==> src/rtl/mem_stage.sv <==
`timescale 1ns/1ps
// mem_stage: memory-access pipeline stage.
// Accepts one instruction per cycle from execute, performs loads/stores over
// a single-outstanding req/ack bus, formats load data and drives registered
// write-back signals into the register file write port. Holds upstream with
// stall_req while a bus transaction is pending.
//
// Optional feature macro: MEM_ALIGN_CHECK_EN (misaligned halfword/word
// accesses are rejected with a one-cycle misalign pulse instead of a bus
// access). Undefined by default: misalign is constant 0.
//
// Ports:
//   clk, rst                 clock, synchronous active-high reset
//   ex_valid/ex_wd/ex_wreg   execute-stage instruction and destination
//   ex_wdata                 ALU result
//   ex_mem_op                0 none, 1 LB, 2 LBU, 3 LH, 4 LHU, 5 LW,
//                            6 SB, 7 SH, 8 SW, 9-15 none
//   ex_mem_addr              effective byte address
//   ex_store_data            store source value
//   stall_req                hold execute and earlier stages
//   mem_req/we/addr/sel/wdata  data-bus request (word address, lane enables)
//   mem_rdata/mem_ack        data-bus response
//   wb_w_en/addr/data        register file write port
//   misalign                 misaligned-access pulse
module mem_stage #(
  parameter int unsigned ADDR_W = 32
) (
  input  logic              clk,
  input  logic              rst,
  input  logic              ex_valid,
  input  logic [4:0]        ex_wd,
  input  logic              ex_wreg,
  input  logic [31:0]       ex_wdata,
  input  logic [3:0]        ex_mem_op,
  input  logic [ADDR_W-1:0] ex_mem_addr,
  input  logic [31:0]       ex_store_data,
  output logic              stall_req,
  output logic              mem_req,
  output logic              mem_we,
  output logic [ADDR_W-1:0] mem_addr,
  output logic [3:0]        mem_sel,
  output logic [31:0]       mem_wdata,
  input  logic [31:0]       mem_rdata,
  input  logic              mem_ack,
  output logic              wb_w_en,
  output logic [4:0]        wb_w_addr,
  output logic [31:0]       wb_w_data,
  output logic              misalign
);

  typedef enum logic {S_IDLE, S_BUS} state_e;

  typedef enum logic [3:0] {
    OP_NONE = 4'd0, OP_LB, OP_LBU, OP_LH, OP_LHU, OP_LW, OP_SB, OP_SH, OP_SW
  } op_e;

  state_e              r_state;
  state_e              w_next;

  logic [3:0]          r_op;
  logic [1:0]          r_lane;
  logic [4:0]          r_wd;
  logic                r_wreg;
  logic                r_mem_req;
  logic                r_mem_we;
  logic [ADDR_W-1:0]   r_mem_addr;
  logic [3:0]          r_mem_sel;
  logic [31:0]         r_mem_wdata;
  logic                r_wb_en;
  logic [4:0]          r_wb_addr;
  logic [31:0]         r_wb_data;
  logic                r_misalign;

  logic                w_is_mem;
  logic                w_is_store;
  logic                w_misaligned;
  logic                w_accept;
  logic [3:0]          w_sel;
  logic [31:0]         w_store_data;
  logic [7:0]          w_byte;
  logic [15:0]         w_half;
  logic [31:0]         w_load_data;

  assign w_is_mem   = (ex_mem_op >= OP_LB) && (ex_mem_op <= OP_SW);
  assign w_is_store = (ex_mem_op >= OP_SB) && (ex_mem_op <= OP_SW);

`ifdef MEM_ALIGN_CHECK_EN
  always_comb begin
    w_misaligned = 1'b0;
    case (ex_mem_op)
      OP_LH, OP_LHU, OP_SH: w_misaligned = ex_mem_addr[0];
      OP_LW, OP_SW:         w_misaligned = |ex_mem_addr[1:0];
      default:              w_misaligned = 1'b0;
    endcase
  end
`else
  assign w_misaligned = 1'b0;
`endif

  assign w_accept = (r_state == S_IDLE) && ex_valid && w_is_mem && !w_misaligned;

  // Lane enables and replicated store data for the incoming op
  always_comb begin
    w_sel        = '0;
    w_store_data = ex_store_data;
    case (ex_mem_op)
      OP_LB, OP_LBU, OP_SB: w_sel = 4'b0001 << ex_mem_addr[1:0];
      OP_LH, OP_LHU, OP_SH: w_sel = ex_mem_addr[1] ? 4'b1100 : 4'b0011;
      OP_LW, OP_SW:         w_sel = 4'b1111;
      default:              w_sel = '0;
    endcase
    case (ex_mem_op)
      OP_SB:   w_store_data = {4{ex_store_data[7:0]}};
      OP_SH:   w_store_data = {2{ex_store_data[15:0]}};
      default: w_store_data = ex_store_data;
    endcase
  end

  // Load formatting uses the op and lane latched at accept time
  always_comb begin
    w_byte = mem_rdata[7:0];
    case (r_lane)
      2'd0: w_byte = mem_rdata[7:0];
      2'd1: w_byte = mem_rdata[15:8];
      2'd2: w_byte = mem_rdata[23:16];
      2'd3: w_byte = mem_rdata[31:24];
      default: w_byte = mem_rdata[7:0];
    endcase
    w_half = r_lane[1] ? mem_rdata[31:16] : mem_rdata[15:0];
    case (r_op)
      OP_LB:   w_load_data = {{24{w_byte[7]}}, w_byte};
      OP_LBU:  w_load_data = {24'd0, w_byte};
      OP_LH:   w_load_data = {{16{w_half[15]}}, w_half};
      OP_LHU:  w_load_data = {16'd0, w_half};
      default: w_load_data = mem_rdata;
    endcase
  end

  // FSM: state register
  always_ff @(posedge clk) begin
    if (rst) r_state <= S_IDLE;
    else     r_state <= w_next;
  end

  // FSM: next state
  always_comb begin
    w_next = r_state;
    case (r_state)
      S_IDLE:  if (w_accept) w_next = S_BUS;
      S_BUS:   if (mem_ack)  w_next = S_IDLE;
      default: w_next = S_IDLE;
    endcase
  end

  // FSM: combinational output
  always_comb begin
    stall_req = w_accept || ((r_state == S_BUS) && !mem_ack);
  end

  // Registered bus and write-back datapath; wb_w_en and misalign default
  // low each cycle so they only ever pulse for one cycle.
  always_ff @(posedge clk) begin
    if (rst) begin
      r_op        <= '0;
      r_lane      <= '0;
      r_wd        <= '0;
      r_wreg      <= 1'b0;
      r_mem_req   <= 1'b0;
      r_mem_we    <= 1'b0;
      r_mem_addr  <= '0;
      r_mem_sel   <= '0;
      r_mem_wdata <= '0;
      r_wb_en     <= 1'b0;
      r_wb_addr   <= '0;
      r_wb_data   <= '0;
      r_misalign  <= 1'b0;
    end else begin
      r_wb_en    <= 1'b0;
      r_misalign <= 1'b0;
      case (r_state)
        S_IDLE: begin
          if (ex_valid) begin
            if (w_is_mem) begin
              if (w_misaligned) begin
                r_misalign <= 1'b1;
              end else begin
                r_op        <= ex_mem_op;
                r_lane      <= ex_mem_addr[1:0];
                r_wd        <= ex_wd;
                r_wreg      <= ex_wreg;
                r_mem_req   <= 1'b1;
                r_mem_we    <= w_is_store;
                r_mem_addr  <= {ex_mem_addr[ADDR_W-1:2], 2'b00};
                r_mem_sel   <= w_sel;
                r_mem_wdata <= w_store_data;
              end
            end else begin
              r_wb_en   <= ex_wreg;
              r_wb_addr <= ex_wd;
              r_wb_data <= ex_wdata;
            end
          end
        end
        S_BUS: begin
          if (mem_ack) begin
            r_mem_req <= 1'b0;
            if (!r_mem_we) begin
              r_wb_en   <= r_wreg;
              r_wb_addr <= r_wd;
              r_wb_data <= w_load_data;
            end
          end
        end
        default: ;
      endcase
    end
  end

  assign mem_req   = r_mem_req;
  assign mem_we    = r_mem_we;
  assign mem_addr  = r_mem_addr;
  assign mem_sel   = r_mem_sel;
  assign mem_wdata = r_mem_wdata;
  assign wb_w_en   = r_wb_en;
  assign wb_w_addr = r_wb_addr;
  assign wb_w_data = r_wb_data;
  assign misalign  = r_misalign;

endmodule

==> config.mk <==
export PLATFORM = sky130hd
export DESIGN_NAME = mem_stage
export DESIGN_NICKNAME = d
export VERILOG_FILES = /design/src/rtl/mem_stage.sv
export SDC_FILE = /design/constraint.sdc
export NUM_CORES = 1
export LEC_CHECK = 0
export CAP_MARGIN = 10
export CORE_UTILIZATION = 30
export DETAILED_ROUTE_END_ITERATION = 8
export GPL_TIMING_DRIVEN = 0
export PLACE_DENSITY_LB_ADDON = 0.3
export SYNTH_ARGS = -nofsm -noshare
export SYNTH_HDL_FRONTEND = slang
export SYNTH_SLANG_ARGS = --single-unit
export TNS_END_PERCENT = 1
==> constraint.sdc <==
create_clock -name clk -period 2.7 [get_ports clk]
set_input_delay 0.675 -clock clk [delete_from_list [all_inputs] [get_ports clk]]
set_output_delay 0.675 -clock clk [all_outputs]
set_load 0.005 [all_outputs]
# ---- Word level (Yosys, flattened, before mapping)
# Cells that the tools add are included.
dict set report word_totals {
  register_bits 119
  word_cells 80
  out_inout_bits 110
  inputBits 142
}
dict set report classes {
  order_cmp 3
  n_mux 28
  n_eq_ne 20
  shift 1
  bitwise 1
  n_reduce_logical 14
}
# op n
set ops {}
lappend ops {{$mux W32} 4}
lappend ops {{$pmux W32 S2} 2}
lappend ops {{$pmux W32 S4} 1}
lappend ops {{$pmux W8 S4} 1}
lappend ops {{$eq A4 B3 Y1 const B} 5}
lappend ops {{$mux W5} 4}
lappend ops {{$eq A4 B2 Y1 const B} 4}
lappend ops {{$mux W16} 1}
lappend ops {{$pmux W4 S3} 1}
lappend ops {{$ne A2 B2 Y1 const B} 5}
lappend ops {{$pmux W5 S2} 1}
lappend ops {{$mux W1} 9}
lappend ops {{$eq A4 B1 Y1 const B} 2}
lappend ops {{$pmux W1 S2} 3}
lappend ops {{$reduce_and A3 Y1} 2}
lappend ops {{$reduce_or A3 Y1} 2}
lappend ops {{$logic_and A1 B1 Y1} 5}
lappend ops {{$eq A2 B2 Y1 const B} 2}
lappend ops {{$eq A4 B4 Y1 const B} 1}
lappend ops {{$ge A4 B1 Y1 const B} 1}
lappend ops {{$ge A4 B3 Y1 const B} 1}
lappend ops {{$le A4 B4 Y1 const B} 1}
lappend ops {{$mux W4} 1}
lappend ops {{$reduce_and A4 Y1} 1}
lappend ops {{other kinds (7)} 7}

# ---- Depth between registers and ports, before layout
# Gate-level depths: netlist (run 1).
dict set report depth {
  word_depth 6
  mapped_depth 8
  mapped_depth_nobuf 5
}

# ---- Worst setup path before layout (run 1)
# Ideal clock, no wire load.
dict set report synth_timing {
  path_type {input port to output port}
  start {in ex_mem_op[0]}
  end {out stall_req}
  stages 5
  required_time_ns 2.025
  slack_ns 0.435
  t_arrival_ns 1.590
  path_buffers 1
  path_cell_list {buf_2 nor3_2 xor2_2 nand3b_1 o21ai_0}
}
dict set report synth_between {
  elab_chain_cells 4
  word_cells_on_any_way 5
  classes_between {order compare (2); reduce/logical (3)}
}
# item line_no
set synth_rtl {}
lappend synth_rtl {{from (decl)} 34} ;# input logic [3:0] ex_mem_op,
lappend synth_rtl {{$ge A4 B1 Y1 or $le A4 B4 Y1 (tied branches)} 84} ;# assign w_is_mem = (ex_mem_op >= OP_LB) && (ex_mem_op <= OP_SW);
lappend synth_rtl {{$logic_and A1 B1 Y1 (*)} 84}
lappend synth_rtl {{$logic_and A1 B1 Y1 (*)} 100} ;# assign w_accept = (r_state == S_IDLE) && ex_valid && w_is_mem && !w_misaligned;
lappend synth_rtl {{$logic_or A1 B1 Y1 (*)} 157} ;# stall_req = w_accept || ((r_state == S_BUS) && !mem_ack);
lappend synth_rtl {{to (decl)} 37} ;# output logic stall_req,
# Mark *: on every way between the ends. The rest lies on a longest branch, timed or not.

# ---- Worst setup path after layout (run 1)
dict set report layout_timing {
  start {in ex_mem_op[2]}
  end {out stall_req}
}
# The elaborated chain is that of the path after synthesis.

==> metrics.txt, run 1 <==
largest family of logic cells by synthesized area compound AO/OA/AOI/OAI gates; worst vdd ir between 0.4 and 0.5 mV; CP cell instances dlygate4sd2_1, nor3_2, xor2_2, nand3b_1, o21ai_0, clkdlybuf4s15_1; Post-Synth Adder-Cell Area 0; Reg power frac 0.377; initial antenna violation count 0; reg-to-reg slack, setup roughly 520 ps; Final setup viols 0; relative slew slack 0.5116; routability cong. between 0.9 and 1; clock buffer depth 2; Unique masters post-synth slightly below 50; ys flop type dfxtp_1; GRT Util Overall 0.2290; Clock transition at path regs 60 ps; Worst setup EP type output pin; # IOs around 250; Largest stage delay, worst path ~300 ps; routed wire length around 23000 um; CP Launch Type primary input; global-route wire length before repair about 35000 um; # hold bufs at CTS 0; Worst Setup EP stall_req; initial core utilization 0.3070; crit path DAT ~1900 ps; Die Height between 100 and 150 um; switching part of the total 0.2908; Mapped Area between 5000 and 6000 sq um; sequential element share of the synthesized area 0.4135; Max-Cap Viols 0; drt pass-1 iters 5; Pwr per Cell Area roughly 570 nW/um^2; clk root buf clkbuf_16; Int Pwr approximately 0.0037 W; CP Data Required Time 2030 ps; largest net degree at the start of global routing 17; register bit total from synthesis about 120; Gate Count Post-Synth around 710; Mean Syn Cell Area 8.138 sq um; CORE AREA 18770 sq um; Register-to-Register Path Depth 5; Num Clock Sinks approximately 120; P_sw between 0.0015 and 0.002 W; clk_lat worst skew just over 400 ps; crit-path max FO 6; Die W 140.6 um; final setup TNS 0 ps; Layout Area Growth over Synthesis 57.39%; Port Buffers roughly 250; Antenna Diode Count 0; slowest stage cell, crit path dlygate4sd2_1; drt initial violations about 340; dpl hpwl about 17000 um; # DRC 0; fraction of registers with async set/reset 0; vias in the first global route between 6000 and 7000; GR Overflow Total 0; Synth Area in Simple Gates 0.1963; layout cell share with drive strength beyond 1 0.07988; die footprint 19760 sq um; hold_sp mem_addr[6]; Wirelength per Cell about 18 um; max-slew violations 0; fmax 382.5 MHz; Clk pwr share 0.406; post-route cell area about 9100 sq um; Slew @ Worst Pin ~710 ps; post-synthesis mux area share 0.07340; Post-Place Cell Area 8514 sq um; terminus of the critical flop-to-flop path wb_w_data[13]; fillers 1830; Num CTS Buffers 17; Row Count 50; final period utilization 0.9683; post-synthesis xor/xnor area fraction 0.004343; Final Power 0.005195 W; worst r2r src r_state; H-tree levels 4; P_leak 3.256 nW; Via density roughly 5.1; NumNets Final 1118; Compound-Gate Fraction of Synth Area 0.2473; Hold Path Class reg -> reg; Hold Vio Cnt, Final 0; Clock Skews ~7.4 ps; via count ~6200; Synth Warn # 0; Crit Path Class in -> out; post-layout min period approximately 2600 ps; RSZ-0062 raised after global routing no; Final ANT Viol Nets 0; status completed; CTS tree built; Post-synth EDFFs 0; share of power burned in combinational logic 0.217; crit path launch ex_mem_op[2]
-- metrics by stage --
stage	utilization	std cells	hold slack [ps]	worst slack, ps
after global routing	0.4832	1223	469.1	3.899
after CTS	0.4832	1223	453.9	14.21
after detailed placement	0.4537	1189	446.5	-652.0
after global placement	0.4537	1189	441.9	-658.8
after floorplan	-	710	436.0	434.8
final	0.4832	1223	453.6	85.70
-- synth_stat cells, types with 7 or more instances --
library cell,count,area share
o211ai_1,8,0.010
o221ai_1,8,0.012
clkbuf_1,33,0.021
o41ai_1,14,0.021
nor2_1,71,0.046
a21oi_1,99,0.086
buf_2,27,0.023
mux2i_1,40,0.069
inv_1,10,0.0065
dfxtp_1,119,0.41
nor2b_1,11,0.012
o21bai_1,8,0.010
a2111oi_0,7,0.011
a221o_1,7,0.012
a211oi_1,35,0.046
nor4_1,7,0.0076
o21ai_0,7,0.0061
nand2_1,119,0.078
nor3b_1,8,0.010
nand3b_1,20,0.026
-- logic make-up after synthesis --
| group | Yosys count |
|---|---|
| AOI/OAI and AO/OA | 214 |
| and+or+nand+nor | 250 |
| other | 1 |
| muxes | 42 |
| DFF | 119 |
| xor gates and xnor gates | 2 |
| buffers and inverters | 80 |
-- cells in the final DEF, fill, tap and decap left out, types with 3 or more instances in the layout --
cell	n
clkdlybuf4s50_1	242
buf_4	8
nor2b_1	11
o21ai_0	7
o41ai_1	14
clkbuf_1	34
o211ai_1	8
inv_1	10
buf_2	27
a21o_1	4
dfxtp_1	119
a221o_1	7
nor4_1	7
inv_6	3
nor2_1	71
a21oi_1	99
o221ai_1	8
conb_1	3
clkbuf_16	17
a2111oi_0	7
mux2i_1	40
o21bai_1	8
nor3b_1	8
clkinv_2	3
nand2_1	119
a211oi_1	35
clkinvlp_4	3
nand3b_1	20
o2bb2ai_1	4
clkinv_4	4
nor3_1	4
-- final cells by class --
type,count,area (sq um),share of cell area
tap,234,292.8,0.03228
inverter,10,37.54,0.004139
multi-input combinational,511,3015,0.3325
clock inverter,13,98.84,0.01090
clock buffer,19,442.9,0.04884
timing repair buffer,247,2465,0.2718
sequential,119,2382,0.2627
buffer,70,334.1,0.03684
-- metal layers --
metal / share of wire / wire, um / global-route usage
met2: 0.47 / 10580 / 0.3876
met3: 0.087 / 1952 / 0.06861
met5: 0 / 0 / 0
met4: 0.018 / 409 / 0.07780
met1: 0.43 / 9624 / 0.2764
-- worst max-delay path, delay by kind of cell --
kind,cells,cell delay [ps]
buffers and inverters,2,570
and+or+nand+nor,2,350
xor gates and xnor gates,1,220
AOI/OAI and AO/OA,1,120
-- flip-flops by register name, summed over array words and instances, names as in the netlist --
| register | cells |
|---|---|
| r_lane | 2 |
| r_wreg | 1 |
| r_state | 1 |
| r_wd | 5 |
| mem_wdata | 32 |
| r_op | 4 |
| mem_sel | 4 |
| wb_w_data | 32 |
| wb_w_en | 1 |
| wb_w_addr | 5 |
| mem_addr | 30 |
| mem_req | 1 |
| mem_we | 1 |
-- power by group through the flow --
stage | registers, W | clock network [W] | logic, W
final | 0.00196 | 0.00211 | 0.00113
after global placement | 0.00199 | 0 | 0.00112
after detailed placement | 0.00200 | 0 | 0.00112
after global routing | 0.00197 | 0.00223 | 0.00123
after CTS | 0.00196 | 0.00214 | 0.00113
after floorplan | 0.00200 | 0 | 0.000480
-- worst min-delay path by stage --
| stage | cells past startpoint | endpoint |
|---|---|---|
| after global routing | 2 | mem_addr[3] |
| after CTS | 2 | mem_addr[6] |
| after global placement | 2 | mem_addr[25] |
| after floorplan | 2 | r_wreg |
| after detailed placement | 2 | mem_addr[6] |
| final | 2 | mem_addr[6] |
-- repair_timing --
item,4_1_cts,5_1_grt
setup buffers,2,0
pin swaps,1,1
endpoints found under the setup margin,1,1
gates resized for setup,4,0
(Power assumes the default switching activity.)
==> inputs of run 2 (changes only) <==
- CORE_MARGIN: default -> 2
- GPL_TIMING_DRIVEN: 0 -> default
==> run 2 against run 1 <==
Against the previous run:
- design area is 0.36% higher
- setup slack better by 66 ps
- clock skew is 3.0 ps higher
- core utilization is 0.17 points higher
- via count is 5.2% lower
- largest power group unchanged
==> metrics.txt, run 2 (synthesized netlist as in run 1, its figures left out) <==
status completed; Crit Path Class in -> out; crit-path max FO 2 (-4); Clock transition at path regs 50 ps (about the same); initial core utilization 0.3070 (unchanged); layout cell share with drive strength beyond 1 0.08114 (+0.001259); GR Overflow Total 0 (unchanged); Num Clock Sinks 119 (unchanged); Row Count 50 (unchanged); dpl hpwl 13940 um (-18%); switching part of the total 0.2747 (-0.01611); Via density 4.972 (-2.0%); clock buffer depth 2 (unchanged); Pwr per Cell Area 578.8 nW/um^2 (+1.0%); vias in the first global route 5664 (-9.4%); Die W 142.6 um (+1.4%); Worst Setup EP stall_req; Layout Area Growth over Synthesis 57.96%; crit path DAT 1870 ps (-70 ps); Hold Path Class reg -> reg; clk_lat worst skew 410 ps (about the same); # DRC 0 (unchanged); final period utilization 0.9440 (-0.02428); CTS tree built; crit path launch ex_mem_op[2]; worst hold slack 451.5 ps (-2.124 ps); die footprint 20330 sq um (+2.9%); Clk pwr share 0.418 (+0.012); Clock Skews 10.40 ps (+2.964 ps); global-route wire length before repair 30400 um (-13%); Register-to-Register Path Depth 4 (-1); Antenna Diode Count 0 (unchanged); Slew @ Worst Pin 683.3 ps (-30.92 ps); fmax 392.4 MHz (+2.6%); fillers 1840 (+0.55%); # IOs 252 (unchanged); CP Data Required Time 2030 ps (about the same); relative slew slack 0.5445 (+0.03293); RSZ-0062 raised after global routing no; clk root buf clkbuf_16; CP Launch Type primary input; via count 5882 (-5.2%); worst r2r src r_lane[0]; Final ANT Viol Nets 0 (unchanged); Die Height 142.6 um (+1.4%); max-slew violations 0 (unchanged); GRT Util Overall 0.1911 (-0.03789); Final setup viols 0 (unchanged); Worst setup EP type output pin; Hold Vio Cnt, Final 0 (unchanged); Wirelength per Cell 16.66 um (-9.7%); post-layout min period 2549 ps (-65.57 ps); NumNets Final 1078 (-3.6%); share of power burned in combinational logic 0.209 (-0.008); terminus of the critical flop-to-flop path wb_w_data[13]; Port Buffers 248 (+1.2%); Int Pwr 0.003820 W (+3.7%); CORE AREA 18770 sq um (unchanged); Max-Cap Viols 0 (unchanged); reg-to-reg slack, setup 590 ps (+70 ps); drt pass-1 iters 5 (unchanged); P_sw 0.001447 W (-4.2%); largest net degree at the start of global routing 61 (+44); P_leak 3.267 nW (+0.34%); initial antenna violation count 1 (+1); drt initial violations 220 (-35%); routability cong. 0.7939 (-14%); commonest non-fill, non-tap cell in the layout clkdlybuf4s50_1; worst vdd ir 0.4024 mV (-3.4%); H-tree levels 4 (unchanged); # hold bufs at CTS 0 (unchanged); Final Core Density 0.4849 (+0.001733); most frequent cells in the layout 244 x clkdlybuf4s50_1, 119 x nand2_1, 118 x dfxtp_1, 99 x a21oi_1, 71 x nor2_1; routed wire length 19710 um (-13%); Reg power frac 0.373 (-0.004); Num CTS Buffers 17 (unchanged)
## run 2: changes by cell type in the layout (fill, tap and decap cells not counted), sizes merged
cell	delta
inv	+1
clkinvlp	+2
bufinv	+1
buf	-8
clkdlybuf4s15	-1
dlymetal6s2s	+2
clkbuf	-33
clkdlybuf4s50	+2
dlygate4sd2	-2
clkinv	-4
## run 2: worst max-delay path, cell delays in order
cell	delay [ps]
clkdlybuf4s50_1	460
nor3_4	160
xor2_2	200
nand3b_1	150
o21ai_1	80
buf_2	150
## run 2: worst min path at each step
| stage | startpoint | endpoint | slack, ps | cells after the start |
|---|---|---|---|---|
| floorplan | r_wreg | r_wreg | 440 | 2 |
| CTS | mem_addr[3] | mem_addr[3] | 450 | 2 |
| finish | mem_addr[26] | mem_addr[26] | 450 | 2 |
| global placement | r_wd[2] | r_wd[2] | 440 | 2 |
| detailed placement | r_wd[2] | r_wd[2] | 450 | 2 |
| global route | r_wd[4] | r_wd[4] | 470 | 2 |
## run 2: area by class of cell
type | instances | area [sq um] | share of cell area
repair buffers | 277 | 2773 | 0.3046
clock inverters | 13 | 121.4 | 0.01334
flip-flops and latches | 119 | 2384 | 0.2619
inverters | 10 | 37.54 | 0.004124
well taps | 234 | 292.8 | 0.03217
multi-input cells | 511 | 3040 | 0.3341
clock buffers | 19 | 452.9 | 0.04977
## run 2: repair_timing
item / in CTS / in global routing
pin swaps: 2 / 2
gates resized for setup: 6 / 3
buffers inserted: 0 / 0
setup endpoints to repair: 1 / 1
## run 2: layer usage
layer	vias to the layer above	part of all wire	global-route usage
li1	2972	-	-
met1	2673	0.43	0.2336
met2	221	0.46	0.3067
met3	14	0.10	0.07941
met4	2	0.014	0.05888
met5	-	0.00066	0
## run 2: power groups by stage
| stage | Clock, W | Combinational (W) | Sequential, W |
|---|---|---|---|
| 6_report | 0.00220 | 0.00110 | 0.00196 |
| 5_1_grt | 0.00235 | 0.00121 | 0.00198 |
| 3_3_place_gp | 0 | 0.00111 | 0.00200 |
| 2_1_floorplan | 0 | 0.000480 | 0.00200 |
| 3_5_place_dp | 0 | 0.00111 | 0.00200 |
| 4_1_cts | 0.00227 | 0.00111 | 0.00196 |
## run 2: stage by stage
stage          worst slack [ps]  cell area [sq um]  total power (W)  TNS, ps  cells
3_3_place_gp             -355.5               8521         0.003103   -367.8   1151
5_1_grt                   48.26               9101         0.005538        0   1183
6_report                  151.3               9101         0.005267        0   1183
3_5_place_dp             -343.5               8521         0.003108   -351.8   1151
4_1_cts                   13.73               9090         0.005344        0   1183
2_1_floorplan             434.8               5769         0.002477        0    710
